[src/rtl/mul_pkg.sv]
// Shared definitions for the multiply scheduler: operation codes, FSM states
// and the default operand width / iteration count.
package mul_pkg;

  localparam int DEFAULT_WIDTH = 32;
  // One shift-add step per multiplier bit gives the full-width product.
  localparam int DEFAULT_ITER  = DEFAULT_WIDTH;

  typedef enum logic [1:0] {
    OP_MULTU = 2'b00,
    OP_MADDU = 2'b01,
    OP_CLR   = 2'b10
  } op_e;

  typedef enum logic [1:0] {
    ST_IDLE = 2'b00,
    ST_RUN  = 2'b01,
    ST_DONE = 2'b10
  } state_e;

  // The unused code 2'b11 behaves exactly like a clear.
  function automatic op_e op_decode(input logic [1:0] code);
    case (code)
      2'b00:   return OP_MULTU;
      2'b01:   return OP_MADDU;
      default: return OP_CLR;
    endcase
  endfunction

endpackage

[src/rtl/mul_sched_if.sv]
// Bundle of the two requester channels, the response channel and busy.
//   master : requester side (drives valid/op/a/b, observes ready/rsp/busy)
//   slave  : scheduler side (the mul_sched module)
interface mul_sched_if
  import mul_pkg::*;
#(
  parameter int WIDTH = DEFAULT_WIDTH
);
  logic               req0_valid;
  logic               req0_ready;
  logic [1:0]         req0_op;
  logic [WIDTH-1:0]   req0_a;
  logic [WIDTH-1:0]   req0_b;
  logic               req1_valid;
  logic               req1_ready;
  logic [1:0]         req1_op;
  logic [WIDTH-1:0]   req1_a;
  logic [WIDTH-1:0]   req1_b;
  logic               rsp_valid;
  logic               rsp_id;
  logic [2*WIDTH-1:0] rsp_hilo;
  logic               busy;

  modport master (
    output req0_valid, req0_op, req0_a, req0_b,
    output req1_valid, req1_op, req1_a, req1_b,
    input  req0_ready, req1_ready, rsp_valid, rsp_id, rsp_hilo, busy
  );

  modport slave (
    input  req0_valid, req0_op, req0_a, req0_b,
    input  req1_valid, req1_op, req1_a, req1_b,
    output req0_ready, req1_ready, rsp_valid, rsp_id, rsp_hilo, busy
  );
endinterface

[src/rtl/mul_core.sv]
// Iterative unsigned shift-add multiplier, one step per clock.
//   clk, rst : clock, synchronous active-high reset (aborts a running multiply)
//   start    : load a/b and begin ITER steps from a zero partial product
//   a, b     : multiplicand / multiplier
//   product  : running partial product; final once the last step has run
//   done     : high during the last step (the product is final the next cycle)
module mul_core
  import mul_pkg::*;
#(
  parameter int WIDTH = DEFAULT_WIDTH,
  parameter int ITER  = WIDTH
) (
  input  logic               clk,
  input  logic               rst,
  input  logic               start,
  input  logic [WIDTH-1:0]   a,
  input  logic [WIDTH-1:0]   b,
  output logic [2*WIDTH-1:0] product,
  output logic               done
);
  localparam int CW = $clog2(ITER + 1);

  logic [2*WIDTH-1:0] mcnd_q, mcnd_d;
  logic [2*WIDTH-1:0] part_q, part_d;
  logic [WIDTH-1:0]   mpr_q,  mpr_d;
  logic [CW-1:0]      count_q, count_d;

  // No early exit on zero operands: a nonzero count always runs to 1.
  always_comb begin
    mcnd_d  = mcnd_q;
    part_d  = part_q;
    mpr_d   = mpr_q;
    count_d = count_q;
    if (start) begin
      mcnd_d  = {{WIDTH{1'b0}}, a};
      mpr_d   = b;
      part_d  = '0;
      count_d = CW'(ITER);
    end else if (count_q != '0) begin
      if (mpr_q[0]) part_d = part_q + mcnd_q;
      mcnd_d  = mcnd_q << 1;
      mpr_d   = mpr_q >> 1;
      count_d = count_q - CW'(1);
    end
  end

  always_ff @(posedge clk) begin
    if (rst) begin
      mcnd_q  <= '0;
      part_q  <= '0;
      mpr_q   <= '0;
      count_q <= '0;
    end else begin
      mcnd_q  <= mcnd_d;
      part_q  <= part_d;
      mpr_q   <= mpr_d;
      count_q <= count_d;
    end
  end

  assign product = part_q;
  assign done    = (count_q == CW'(1));

endmodule

[src/rtl/mul_sched.sv]
// Two-requester multiply/accumulate scheduler. Arbitrates round-robin between
// the requesters, runs one operation at a time on mul_core, and keeps one
// 2*WIDTH HI/LO accumulator per requester.
//   clk, rst : clock, synchronous active-high reset
//   bus      : requester channels (valid/ready/op/a/b), response channel
//              (rsp_valid/rsp_id/rsp_hilo) and busy
module mul_sched
  import mul_pkg::*;
#(
  parameter int WIDTH = DEFAULT_WIDTH,
  parameter int ITER  = WIDTH
) (
  input  logic        clk,
  input  logic        rst,
  mul_sched_if.slave  bus
);
  logic [1:0]         valid;
  logic [1:0]         ready;
  logic [1:0]         op_arr [2];
  logic [WIDTH-1:0]   a_arr  [2];
  logic [WIDTH-1:0]   b_arr  [2];

  assign valid     = {bus.req1_valid, bus.req0_valid};
  assign op_arr[0] = bus.req0_op;
  assign op_arr[1] = bus.req1_op;
  assign a_arr[0]  = bus.req0_a;
  assign a_arr[1]  = bus.req1_a;
  assign b_arr[0]  = bus.req0_b;
  assign b_arr[1]  = bus.req1_b;

  state_e             state_q, state_d;
  op_e                op_q, op_d;
  logic               id_q, id_d;
  logic               last_q, last_d;
  logic [2*WIDTH-1:0] acc_q [2];

  logic               grant;
  logic               accept;
  logic               core_done;
  logic [2*WIDTH-1:0] core_prod;
  logic [2*WIDTH-1:0] new_val;

  // Round-robin: on contention the requester not granted last time wins.
  always_comb begin
    grant = 1'b0;
    if (valid == 2'b11) grant = ~last_q;
    else if (valid[1])  grant = 1'b1;
  end

  assign accept = (state_q == ST_IDLE) && (valid != 2'b00);

  for (genvar gi = 0; gi < 2; gi++) begin : g_ready
    assign ready[gi] = (state_q == ST_IDLE) && valid[gi] && (grant == 1'(gi));
  end

  assign bus.req0_ready = ready[0];
  assign bus.req1_ready = ready[1];

  mul_core #(.WIDTH(WIDTH), .ITER(ITER)) u_core (
    .clk     (clk),
    .rst     (rst),
    .start   (accept),
    .a       (a_arr[grant]),
    .b       (b_arr[grant]),
    .product (core_prod),
    .done    (core_done)
  );

  always_comb begin
    state_d = state_q;
    op_d    = op_q;
    id_d    = id_q;
    last_d  = last_q;
    case (state_q)
      ST_IDLE: begin
        if (accept) begin
          id_d    = grant;
          last_d  = grant;
          op_d    = op_decode(op_arr[grant]);
          state_d = (op_d == OP_CLR) ? ST_DONE : ST_RUN;
        end
      end
      ST_RUN:  if (core_done) state_d = ST_DONE;
      ST_DONE: state_d = ST_IDLE;
      default: state_d = ST_IDLE;
    endcase
  end

  // Value written to the owner's accumulator and shown on rsp_hilo in DONE.
  always_comb begin
    case (op_q)
      OP_MULTU: new_val = core_prod;
      OP_MADDU: new_val = acc_q[id_q] + core_prod;
      default:  new_val = '0;
    endcase
  end

  always_ff @(posedge clk) begin
    if (rst) begin
      state_q <= ST_IDLE;
      op_q    <= OP_CLR;
      id_q    <= 1'b0;
      last_q  <= 1'b1;
      for (int i = 0; i < 2; i++) acc_q[i] <= '0;
    end else begin
      state_q <= state_d;
      op_q    <= op_d;
      id_q    <= id_d;
      last_q  <= last_d;
      if (state_q == ST_DONE) acc_q[id_q] <= new_val;
    end
  end

  assign bus.rsp_valid = (state_q == ST_DONE);
  assign bus.rsp_id    = (state_q == ST_DONE) ? id_q : 1'b0;
  assign bus.rsp_hilo  = (state_q == ST_DONE) ? new_val : '0;
  assign bus.busy      = (state_q != ST_IDLE);

endmodule

[src/flat_wrapper.sv]
// flat-port wrapper written by rule: the top's interface ports become plain ports
module mul_sched_flat import mul_pkg::*;
#(
  parameter int WIDTH = DEFAULT_WIDTH,
  parameter int ITER  = WIDTH
)
  (clk, rst, bus_req0_valid, bus_req0_op, bus_req0_a, bus_req0_b, bus_req1_valid, bus_req1_op, bus_req1_a, bus_req1_b, bus_req0_ready, bus_req1_ready, bus_rsp_valid, bus_rsp_id, bus_rsp_hilo, bus_busy);
  mul_sched_if #(.WIDTH(WIDTH)) bus_i ();
  input  logic clk;
  input  logic rst;
  input wire logic [$bits(bus_i.req0_valid)-1:0] bus_req0_valid;
  input wire logic [$bits(bus_i.req0_op)-1:0] bus_req0_op;
  input wire logic [$bits(bus_i.req0_a)-1:0] bus_req0_a;
  input wire logic [$bits(bus_i.req0_b)-1:0] bus_req0_b;
  input wire logic [$bits(bus_i.req1_valid)-1:0] bus_req1_valid;
  input wire logic [$bits(bus_i.req1_op)-1:0] bus_req1_op;
  input wire logic [$bits(bus_i.req1_a)-1:0] bus_req1_a;
  input wire logic [$bits(bus_i.req1_b)-1:0] bus_req1_b;
  output wire logic [$bits(bus_i.req0_ready)-1:0] bus_req0_ready;
  output wire logic [$bits(bus_i.req1_ready)-1:0] bus_req1_ready;
  output wire logic [$bits(bus_i.rsp_valid)-1:0] bus_rsp_valid;
  output wire logic [$bits(bus_i.rsp_id)-1:0] bus_rsp_id;
  output wire logic [$bits(bus_i.rsp_hilo)-1:0] bus_rsp_hilo;
  output wire logic [$bits(bus_i.busy)-1:0] bus_busy;
  assign bus_i.req0_valid = bus_req0_valid;
  assign bus_i.req0_op = bus_req0_op;
  assign bus_i.req0_a = bus_req0_a;
  assign bus_i.req0_b = bus_req0_b;
  assign bus_i.req1_valid = bus_req1_valid;
  assign bus_i.req1_op = bus_req1_op;
  assign bus_i.req1_a = bus_req1_a;
  assign bus_i.req1_b = bus_req1_b;
  assign bus_req0_ready = bus_i.req0_ready;
  assign bus_req1_ready = bus_i.req1_ready;
  assign bus_rsp_valid = bus_i.rsp_valid;
  assign bus_rsp_id = bus_i.rsp_id;
  assign bus_rsp_hilo = bus_i.rsp_hilo;
  assign bus_busy = bus_i.busy;
  mul_sched #(.WIDTH(WIDTH), .ITER(ITER)) u_core (.clk(clk), .rst(rst), .bus(bus_i));
endmodule
[config.mk]
export PLATFORM = sky130hd
export DESIGN_NAME = mul_sched_flat
export DESIGN_NICKNAME = d
export VERILOG_FILES = /design/src/rtl/mul_pkg.sv /design/src/rtl/mul_sched_if.sv /design/src/rtl/mul_core.sv /design/src/rtl/mul_sched.sv /design/src/flat_wrapper.sv
export SDC_FILE = /design/constraint.sdc
export NUM_CORES = 1
export LEC_CHECK = 0
export CAP_MARGIN = 15
export CORE_ASPECT_RATIO = 0.5
export CORE_MARGIN = 5
export CORE_UTILIZATION = 45
export DETAILED_ROUTE_END_ITERATION = 12
export GPL_TIMING_DRIVEN = 0
export MAX_ROUTING_LAYER = met4
export PLACE_DENSITY = 0.65
export RECOVER_POWER = 25
export SLEW_MARGIN = 10
export SYNTH_ARGS = -nofsm -noshare
export SYNTH_HDL_FRONTEND = slang
export SYNTH_HIERARCHICAL = 1
export SYNTH_SLANG_ARGS = --single-unit
[constraint.sdc]
create_clock -name clk -period 4.99 [get_ports clk]
set_input_delay 0.499 -clock clk [delete_from_list [all_inputs] [get_ports clk]]
set_output_delay 0.499 -clock clk [all_outputs]
set_load 0.01 [all_outputs]
# Word level (Yosys, flattened, before mapping)
# Memories as Yosys holds them, arrays and structs flattened. A register that Yosys moved wholly into a read port is not among the register bits.
# Cells that the tools add are included.
# Widths: inputs -> output; s select.
# op_classes
n_reduce_logical	17
order_cmp	1
n_eq_ne	9
n_bitwise	3
muxes	37
addsub	3
# op_table
op	n
$mux 32	10
$add 64x64->64	2
$mux 64	2
$pmux 64 s2	1
$reduce_or 64->1	1
$mux 2	8
$mux 1	12
$mux 6	2
$pmux 2 s2	2
$eq 2x1->1 const B	3
$eq 2x2->1 const B	3
$eq 6x1->1 const B	1
$logic_not 2->1	3
$reduce_and 2->1	3
$reduce_bool 2->1	3
$reduce_bool 6->1	1
$sub 6x1->6 const B	1
$logic_and 1x1->1	5
$ne 2x1->1 const B	2
$ge 2x2->1 const B	1
$not 1->1	2
$not 1->2	1
$reduce_or 2->1	1
# word_totals
reg_bits	172
n_memories	1
ramBits	128
# memory_table
name	words	word_bits	rd	rd_ports_with_merged_regs	wr	line	source
u_core.acc_q	2	64	1	1	2	mul_sched.sv:35	logic [2*WIDTH-1:0] acc_q [2];

# Logic depth before layout (Yosys ltp)
# Gate-level depths: netlist (run 1).
# depth
depth_word	14
ltp_mapped	16
ltp_nobuf	13

# Modules after synthesis
# Netlist (run 1), hierarchy kept.
# by_module_without_submodules
module	cells_each	area_per_inst_um2	instances
mul_sched	1425	11643.7	1
mul_core	1367	9855.7	1

# Least setup slack after synthesis (run 1)
# No wires, ideal clock.
# synth_path
path_type	reg2out
start	register with a tool-made name
end	output port bus_rsp_hilo[50]
path_stages_with_launch	17
t_arrival_ps	4110
required_ps	4491
n_path_buf	3
path_slack_ps	381
cell_sequence	dfxtp_1 > clkbuf_1 > clkbuf_1 > mux2_2 > ha_1 > fa_1 > a21o_1 > a221oi_4 > nor3b_1 > a211o_1 > nor3_4 > nor3_1 > or2_1 > buf_6 > a21o_1 > mux2_4 > a21oi_1
# synth_rtl
item	line	source
end, declared	flat_wrapper.sv:23	output wire logic [$bits(bus_i.rsp_hilo)-1:0] bus_rsp_hilo;

==> results.txt, run 1 <==
----------------------------------------------------
[Status]
  Result of the run ... finished with violations
  Violated checks ... max-capacitance violations, max-slew violations, negative setup slack

[Global route]
  Global-route layer with the greatest usage ... met2
  Maximum number of pins on one net before global-route repair ... 35
  Remaining Overflow, GRT ... 0
  First-pass GRT wire length ... about 110 mm
  Global Route met3 Usage ... 0.0389
  Vias in the first global route ... 20000
  GRT Overall Usage ... 0.282
  Met2 Usage GRT ... 0.418
  Initial antenna violation count ... 0
  Met1 demand-to-capacity share in global routing ... 0.415

[STA]
  Hold Slack ... approximately 480 ps
  Layout Skew ... 15.8 ps
  Actual transition at the worst max-transition pin ... 2840 ps
  Unrepaired setup endpoints after global routing ... true
  Post-route minimum period ... around 5000 ps
  Highest clock rate ... ~0.20 GHz
  Number of pins exceeding their max-slew limit in the final report ... 32
  Worst relative slew slack ... -0.892
  Portion of the clock cycle consumed by the worst path in the final layout ... 1.01
  Final setup viols ... 3
  Final critical-path setup slack ... -25.0 ps
  Hold Violations, Final ... 0

[Logic synthesis]
  #FFs+latches synth ... ~300
  Post-synth net total ... around 3100
  Post-synthesis cell area ... 21500 sq um
  Post-synth top area share ... 0.179
  Average instance area after synthesis ... 7.70 sq um
  Most common flop cell mapped by yosys ... sky130_fd_sc_hd__dfxtp_1
  Yosys warning count ... 6
  Cell taking the most area after synthesis ... sky130_fd_sc_hd__edfxtp_1
  Mapped Cells ... 2792
  Number of distinct standard cells referenced by the synthesized netlist ... 83
  Post-synthesis async set-or-reset flop share ... 0
  Largest cells by area after synthesis ... sky130_fd_sc_hd__edfxtp_1, sky130_fd_sc_hd__dfxtp_1, sky130_fd_sc_hd__nand2_1, sky130_fd_sc_hd__a21oi_1, sky130_fd_sc_hd__ha_1
  Number of enable-type register cells in the synthesized netlist ... approximately 130
  Share of the yosys chip area belonging to registers ... 0.340

[Routing]
  First-pass iteration count of the detailed router ... 6
  Vias per Instance ... approximately 5.8
  Remaining antenna violation count ... 0
  Routed wire per std cell ... around 20 um
  Number of design rule violations left after detail routing ... 0
  Detailed-route via count ... 21700
  Routed WL ... 76.0 mm
  Number of design-rule violations left by the first detailed-router iteration ... around 2400

[Finish]
  Number of cells in the finished layout apart from fillers ... between 3000 and 4000
  Fill count ... approximately 4400
  Post-layout util ... 0.575
  Final standard cell area without fillers ... roughly 27000 sq um
  Final #Nets ... 3353
  Share of cells above drive strength 1 ... 0.128
  Antenna Diode Count ... 0
  Most frequent standard cell in the layout excluding fill and tap cells ... sky130_fd_sc_hd__nand2_1
  Area growth from synthesis to layout ... 25.7%
  Commonest cells after routing, fill and taps aside ... sky130_fd_sc_hd__nand2_1, sky130_fd_sc_hd__a21oi_1, sky130_fd_sc_hd__nor2_1

[Placed design]
  Number of port buffers ... 204
  Total half-perimeter wirelength after legalization and detailed placement ... 57.3 mm
  Count of placed standard cells including taps ... 3636
  Setup slack at placement ... -1270 ps
  Post-placement cell area ... ~24000 sq um
  Gpl congestion ... around 0.98

[Clock tree]
  Clock Root Buffer ... sky130_fd_sc_hd__clkbuf_16
  Total clock sinks ... 301
  CTS max path bufs ... 3
  H-tree depth ... 1
  Clock-pin slew on the worst setup and hold paths ... around 70 ps
  TritonCTS Buffers ... 31
  Clock tree from TritonCTS ... done
  Clock network latency to the later pin of the worst-skew pair ... a little over 600 ps

[Power]
  Static leakage ... around 10 nW
  NetSw ... about 3.3 mW
  Sequential Power Share ... 0.352
  Switching portion of total power ... 0.394
  Fraction of power consumed by the clock network ... 0.286
  P_int ... 5.07 mW
  Portion of total power attributed to combinational logic ... 0.361
  Power density over the cells ... between 300 and 400 nW/um^2
  VDD IR max ... 0.000223 V

[Setup path]
  Critical Path Slowest Stage Cell ... sky130_fd_sc_hd__dfxtp_4
  Critical Path, Cell by Cell ... clkbuf_16 > mux2_4 > ha_4 > fa_2 > a21o_1 > a221oi_4 > nor3b_2 > a211o_1 > nor3_4 > nor3_2 > or2_1 > buf_6 > a21o_1 > mux2_4 > a21oi_4 > buf_6
  Cell class contributing the biggest share of worst-path delay ... compound AO/OA/AOI/OAI gates
  Maximum fanout count along the critical path ... 5
  Start-to-end type of the worst setup path ... reg -> out
  Biggest cell delay along the critical path ... between 400 and 500 ps
  Length in cells of the worst reg-to-reg path ... 12
  Total number of cells along the worst setup path ... 16
  Critical path required time ... ~4500 ps
  Reg-to-reg critical path startpoint ... u_core/u_core/product[0]$_SDFFE_PP0P_
  Crit start category ... flop
  CP Buf/Inv Count ... 3
  Crit path capture type ... primary output
  Arrival @ worst endpoint ... between 4000 and 5000 ps

[Floorplanning]
  Starting Density ... 0.457
  Area inside the core boundary ... approximately 47000 sq um
  Die Span Y ... approximately 160 um
  Number of placed I/O pins ... roughly 200
  Horizontal extent of the die ... between 300 and 400 um
  Std cell rows ... 56
  Die area ... between 50000 and 60000 sq um

[Hold path]
  Worst Hold Path Cells ... 2
  Class of the tightest hold or removal check ... reg -> reg
  Start point of the worst min-delay path ... u_core/u_core/mcnd_q[60]$_SDFFE_PP0P_

[Run]
  Max-cap check violation count ... 1

----------------------------------------------------
[power groups by stage]
stage                     Combinational (mW)  Clock (mW)  Sequential (mW)
after floorplan                         1.93           0             2.92
after global placement                  2.78           0             2.99
after detailed placement                2.82           0             2.99
after CTS                               2.96        2.43             2.94
after global routing                    3.32        2.54             2.97
final                                   3.02        2.40             2.95
[synthesized netlist by cell type, drive strengths merged (6+ instances only)]
library cell,n
nand2,607
a21oi,360
nor2,272
dfxtp,173
clkbuf,148
edfxtp,128
ha,128
nor3,107
o21ai,106
xnor2,65
mux2,64
a21o,58
inv,50
mux2i,46
nand4,43
xor2,42
nand3,37
o21bai,35
a31oi,31
buf,31
a211oi,26
nand2b,22
o31ai,16
o21a,15
or2,15
and3,13
o211ai,12
or3,12
and2,11
a211o,10
nor2b,10
or4,8
a221oi,6
and4,6
[worst paths after layout]
check	to	slack [ps]
max	bus_rsp_hilo[50]	-30
min	u_core/u_core/mcnd_q[61]$_SDFFE_PP0P_	480
max reg2reg	u_core/u_core/product[58]$_SDFFE_PP0P_	350
min reg2reg	u_core/u_core/mcnd_q[61]$_SDFFE_PP0P_	480
[layout make-up]
cell class	count	area, sq um	area share
timing repair buffer	276	2570	0.0952
clock inverter	8	71.3	0.00264
inverter	51	199	0.00736
buffer	165	753	0.0279
clock buffer	50	972	0.0360
tap	638	798	0.0295
sequential	301	7310	0.271
multi-input combinational	2261	14300	0.531
[metal layers]
| metal | share of wire | vias up | wire length (um) |
|---|---|---|---|
| li1 | - | 10500 | - |
| met1 | 0.47 | 10200 | 35700 |
| met2 | 0.42 | 847 | 32000 |
| met3 | 0.086 | 106 | 6550 |
| met4 | 0.023 | 0 | 1720 |
| met5 | 0 | - | 0 |
[metrics by stage]
| stage | power (mW) | TNS, ps |
|---|---|---|
| after floorplan | 4.85 | 0 |
| after global placement | 5.77 | -69180 |
| after detailed placement | 5.81 | -47450 |
| after CTS | 8.34 | -440 |
| after global routing | 8.83 | -1660 |
| final | 8.37 | -59.0 |
[what timing repair did]
item / 4_1_cts / 5_1_grt
hold buffers: 0 / 0
pin swaps: 62 / 42
gates cloned: 1 / 1
resized for setup: 271 / 80
buffers inserted: 45 / 23
endpoints found under the setup margin: 110 / 43
[cell families (layout without fill, tap and decap cells)]
group,after synthesis,after routing,synth area share
xor+xnor,107,107,0.0436
fa+ha+maj,130,130,0.0764
mux,110,110,0.0551
flops,301,301,0.340
compound gates,731,731,0.207
simple gates,1183,1183,0.237
buf+inv,230,550,0.0411
[tightest hold or removal path, delay by kind of cell, from the launching register on]
family / cells / cell delay (ps)
AOI/OAI and AO/OA: 1 / 50
DFF: 1 / 330
and+or+nand+nor: 1 / 60
[registers in the layout, indices dropped and copies added (netlist names), named ones only]
signal and count:
u_core/id_q 1, u_core/u_core/mpr_q 32, u_core/acc_q 128, u_core/state_q 2, u_core/last_q 1, u_core/u_core/product 64
u_core/u_core/mcnd_q 64, u_core/u_core/count_q 6, u_core/op_q 2
Note: power is estimated with default switching activity, not from simulation.
==> run 2, diff against run 1 <==
--- a/config.mk
+++ b/config.mk
@@ -9,6 +9,7 @@
 export CORE_ASPECT_RATIO = 0.5
 export CORE_MARGIN = 5
 export CORE_UTILIZATION = 45
+export CTS_CLUSTER_DIAMETER = 60
 export DETAILED_ROUTE_END_ITERATION = 12
 export GPL_TIMING_DRIVEN = 0
 export MAX_ROUTING_LAYER = met4
==> constraint.sdc (replaced) <==
create_clock -name clk -period 6.3 [get_ports clk]
set_input_delay 0.63 -clock clk [delete_from_list [all_inputs] [get_ports clk]]
set_output_delay 0.63 -clock clk [all_outputs]
set_load 0.01 [all_outputs]
==> run 2 against run 1 <==
Against the previous run: the run ends with max-capacitance violations, max-slew violations left; worst setup slack improved by 210 ps; clock skew increased by 5.8 ps; global-route usage shrank 0.74 points; die area stayed put; highest routed layer unchanged; largest cell class unchanged; largest power group is now registers; cell count shrank 1.6%; flip-flop and latch count unchanged; critical endpoint is now bus_rsp_hilo[59]; critical path type unchanged.
==> results.txt, run 2 (synthesis results as in run 1) <==
----------------------------------------------------
[Clock tree]
  Total clock sinks ... ~300
  H-tree depth ... 1
  Hold-fix buffers at CTS ... 0
  Number of buffers inserted to repair setup after CTS ... 0
  Clock network latency to the later pin of the worst-skew pair ... a little over 600 ps
  Clock-pin slew on the worst setup and hold paths ... about 70 ps
  CTS max path bufs ... 3
  TritonCTS Buffers ... 31
  Clock tree from TritonCTS ... done
  Clock Root Buffer ... sky130_fd_sc_hd__clkbuf_16

[Setup path]
  Arrival @ worst endpoint ... between 5000 and 6000 ps
  Cell class contributing the biggest share of worst-path delay ... compound AO/OA/AOI/OAI gates
  Critical path required time ... 5670 ps
  Most frequent CP cell ... sky130_fd_sc_hd__o21ai_0
  Biggest cell delay along the critical path ... 560 ps
  Crit start category ... flop
  Maximum fanout count along the critical path ... 10
  Start-to-end type of the worst setup path ... reg -> out
  Critical Path, Cell by Cell ... clkbuf_2 > mux2_2 > ha_1 > a21oi_1 > o21ai_0 > o21ai_1 > a211oi_2 > o21ai_0 > a31oi_1 > o21bai_1 > mux2i_1 > nand2_1 > clkdlybuf4s50_1
  CP Buf/Inv Count ... 2
  Critical Path Slowest Stage Cell ... sky130_fd_sc_hd__o21ai_0
  Crit path capture type ... primary output

[Routing]
  Number of design rule violations left after detail routing ... 0
  Detailed-route via count ... 21200
  Routed wire per std cell ... approximately 20 um
  WL met1 ... between 30 and 40 mm
  Met2 WL ... between 30 and 40 mm
  Routed WL ... about 74 mm
  Number of design-rule violations left by the first detailed-router iteration ... around 2200
  Length of routed met3 wiring ... 6.78 mm
  Vias per Instance ... roughly 5.8
  Remaining antenna violation count ... 0
  First-pass iteration count of the detailed router ... 6
  DR top layer ... met4

[STA]
  Actual transition at the worst max-transition pin ... 2760 ps
  Unrepaired setup endpoints after global routing ... true
  Number of pins exceeding their max-slew limit in the final report ... 67
  Hold Violations, Final ... 0
  Worst relative slew slack ... -0.839
  Layout Skew ... 21.5 ps
  Summed negative setup slack over all endpoints ... 0 ps
  Final critical-path setup slack ... between 150 and 200 ps
  Highest clock rate ... 0.163 GHz
  Hold Slack ... between 400 and 500 ps
  Portion of the clock cycle consumed by the worst path in the final layout ... 0.971
  Post-route minimum period ... 6120 ps
  Final setup viols ... 0

[Power]
  Power density over the cells ... ~260 nW/um^2
  Total power ... between 6 and 7 mW
  Static leakage ... roughly 9.7 nW
  VDD IR max ... 0.000176 V

[Global route]
  Remaining Overflow, GRT ... 0
  GRT Overall Usage ... 0.275
  First-pass GRT wire length ... 111 mm
  Maximum number of pins on one net before global-route repair ... 35
  Initial antenna violation count ... 0
  Vias in the first global route ... slightly below 20000

[Placed design]
  Gpl congestion ... a little under 1
  Setup slack at placement ... -87.4 ps
  Count of placed standard cells including taps ... 3636
  Total half-perimeter wirelength after legalization and detailed placement ... 57.3 mm
  Number of port buffers ... 204

[Floorplanning]
  Horizontal extent of the die ... roughly 320 um
  Area inside the core boundary ... around 47000 sq um
  Std cell rows ... 56
  Number of placed I/O pins ... 205
  Starting Density ... 0.457
  Die Span Y ... roughly 160 um
  Die area ... 52500 sq um

[Finish]
  Commonest cells after routing, fill and taps aside ... sky130_fd_sc_hd__nand2_1, sky130_fd_sc_hd__a21oi_1, sky130_fd_sc_hd__nor2_1
  Area growth from synthesis to layout ... 18.3%
  Top register by number of flip-flops ... u_core/acc_q
  Final #Nets ... 3295
  Number of cells in the finished layout apart from fillers ... approximately 3700
  Largest register FFs ... between 100 and 150
  Most frequent standard cell in the layout excluding fill and tap cells ... sky130_fd_sc_hd__nand2_1
  Fill count ... around 4600
  Share of cells above drive strength 1 ... 0.0544

[Status]
  Violated checks ... max-capacitance violations, max-slew violations
  Result of the run ... finished with violations

[Run]
  Max-cap check violation count ... 2

[Hold path]
  Class of the tightest hold or removal check ... reg -> reg

----------------------------------------------------
==> run 2: changes by cell type in the layout (fill, tap and decap cells not counted), sizes merged, moves of 2 or more <==
cell / delta
buf: -87
bufinv: +2
clkbuf: +4
clkdlybuf4s15: -3
clkdlybuf4s50: +39
clkinv: -2
dlygate4sd2: -7
dlymetal6s2s: -8
==> run 2: layout make-up <==
class | count | area (sq um) | area share
buffer | 177 | 694 | 0.0273
sequential | 301 | 7310 | 0.287
multi-input combinational | 2261 | 13300 | 0.525
clock inverter | 7 | 104 | 0.00408
inverter | 51 | 191 | 0.00753
antenna | 1 | 2.50 | 0.0000984
timing repair buffer | 206 | 2070 | 0.0812
clock buffer | 47 | 928 | 0.0365
tap | 638 | 798 | 0.0314
==> run 2: timing repair <==
item / in CTS / in global routing
endpoints found under the setup margin: 37 / 10
gates cloned: 0 / 0
resized for setup: 9 / 8
endpoints found under the hold margin: 0 / 0
==> run 2: tightest hold or removal path, stage by stage, from the launching register on <==
cell,delay [ps]
sky130_fd_sc_hd__dfxtp_1,330
sky130_fd_sc_hd__nand2_1,60
sky130_fd_sc_hd__a21oi_1,50
==> run 2: worst paths after layout <==
check,cells after the start,startpoint,slack (ps),end
worst max-delay path,13,flop,180,bus_rsp_hilo[59]
worst min-delay path,2,u_core/u_core/mcnd_q[51]$_SDFFE_PP0P_,470,u_core/u_core/mcnd_q[52]$_SDFFE_PP0P_
worst min register to register,2,u_core/u_core/mcnd_q[51]$_SDFFE_PP0P_,470,u_core/u_core/mcnd_q[52]$_SDFFE_PP0P_
worst max register to register,6,u_core/state_q[0]$_SDFFE_PP0P_,830,u_core/acc_q[1][26]$_SDFFCE_PN0P_
==> run 2: stage by stage <==
| step | util | area [sq um] |
|---|---|---|
| CTS | 0.541 | 25400 |
| detailed placement | 0.519 | 24400 |
| finish | 0.541 | 25400 |
| floorplan | - | 21500 |
| global route | 0.541 | 25400 |
| global placement | 0.518 | 24300 |
==> run 2: per-layer routing <==
metal  up-vias  GRT usage
li1      10400          -
met1      9973      0.407
met5         -          -
met3        93     0.0421
met2       776      0.401
met4         0     0.0531
==> run 2: report_power, final <==
group | leakage [nW] | switching, mW | internal (mW)
Clock | 0.511 | 0.827 | 1.09
Sequential | 2.74 | 0.137 | 2.20
Combinational | 6.44 | 1.59 | 0.669
Total | 9.69 | 2.55 | 3.96
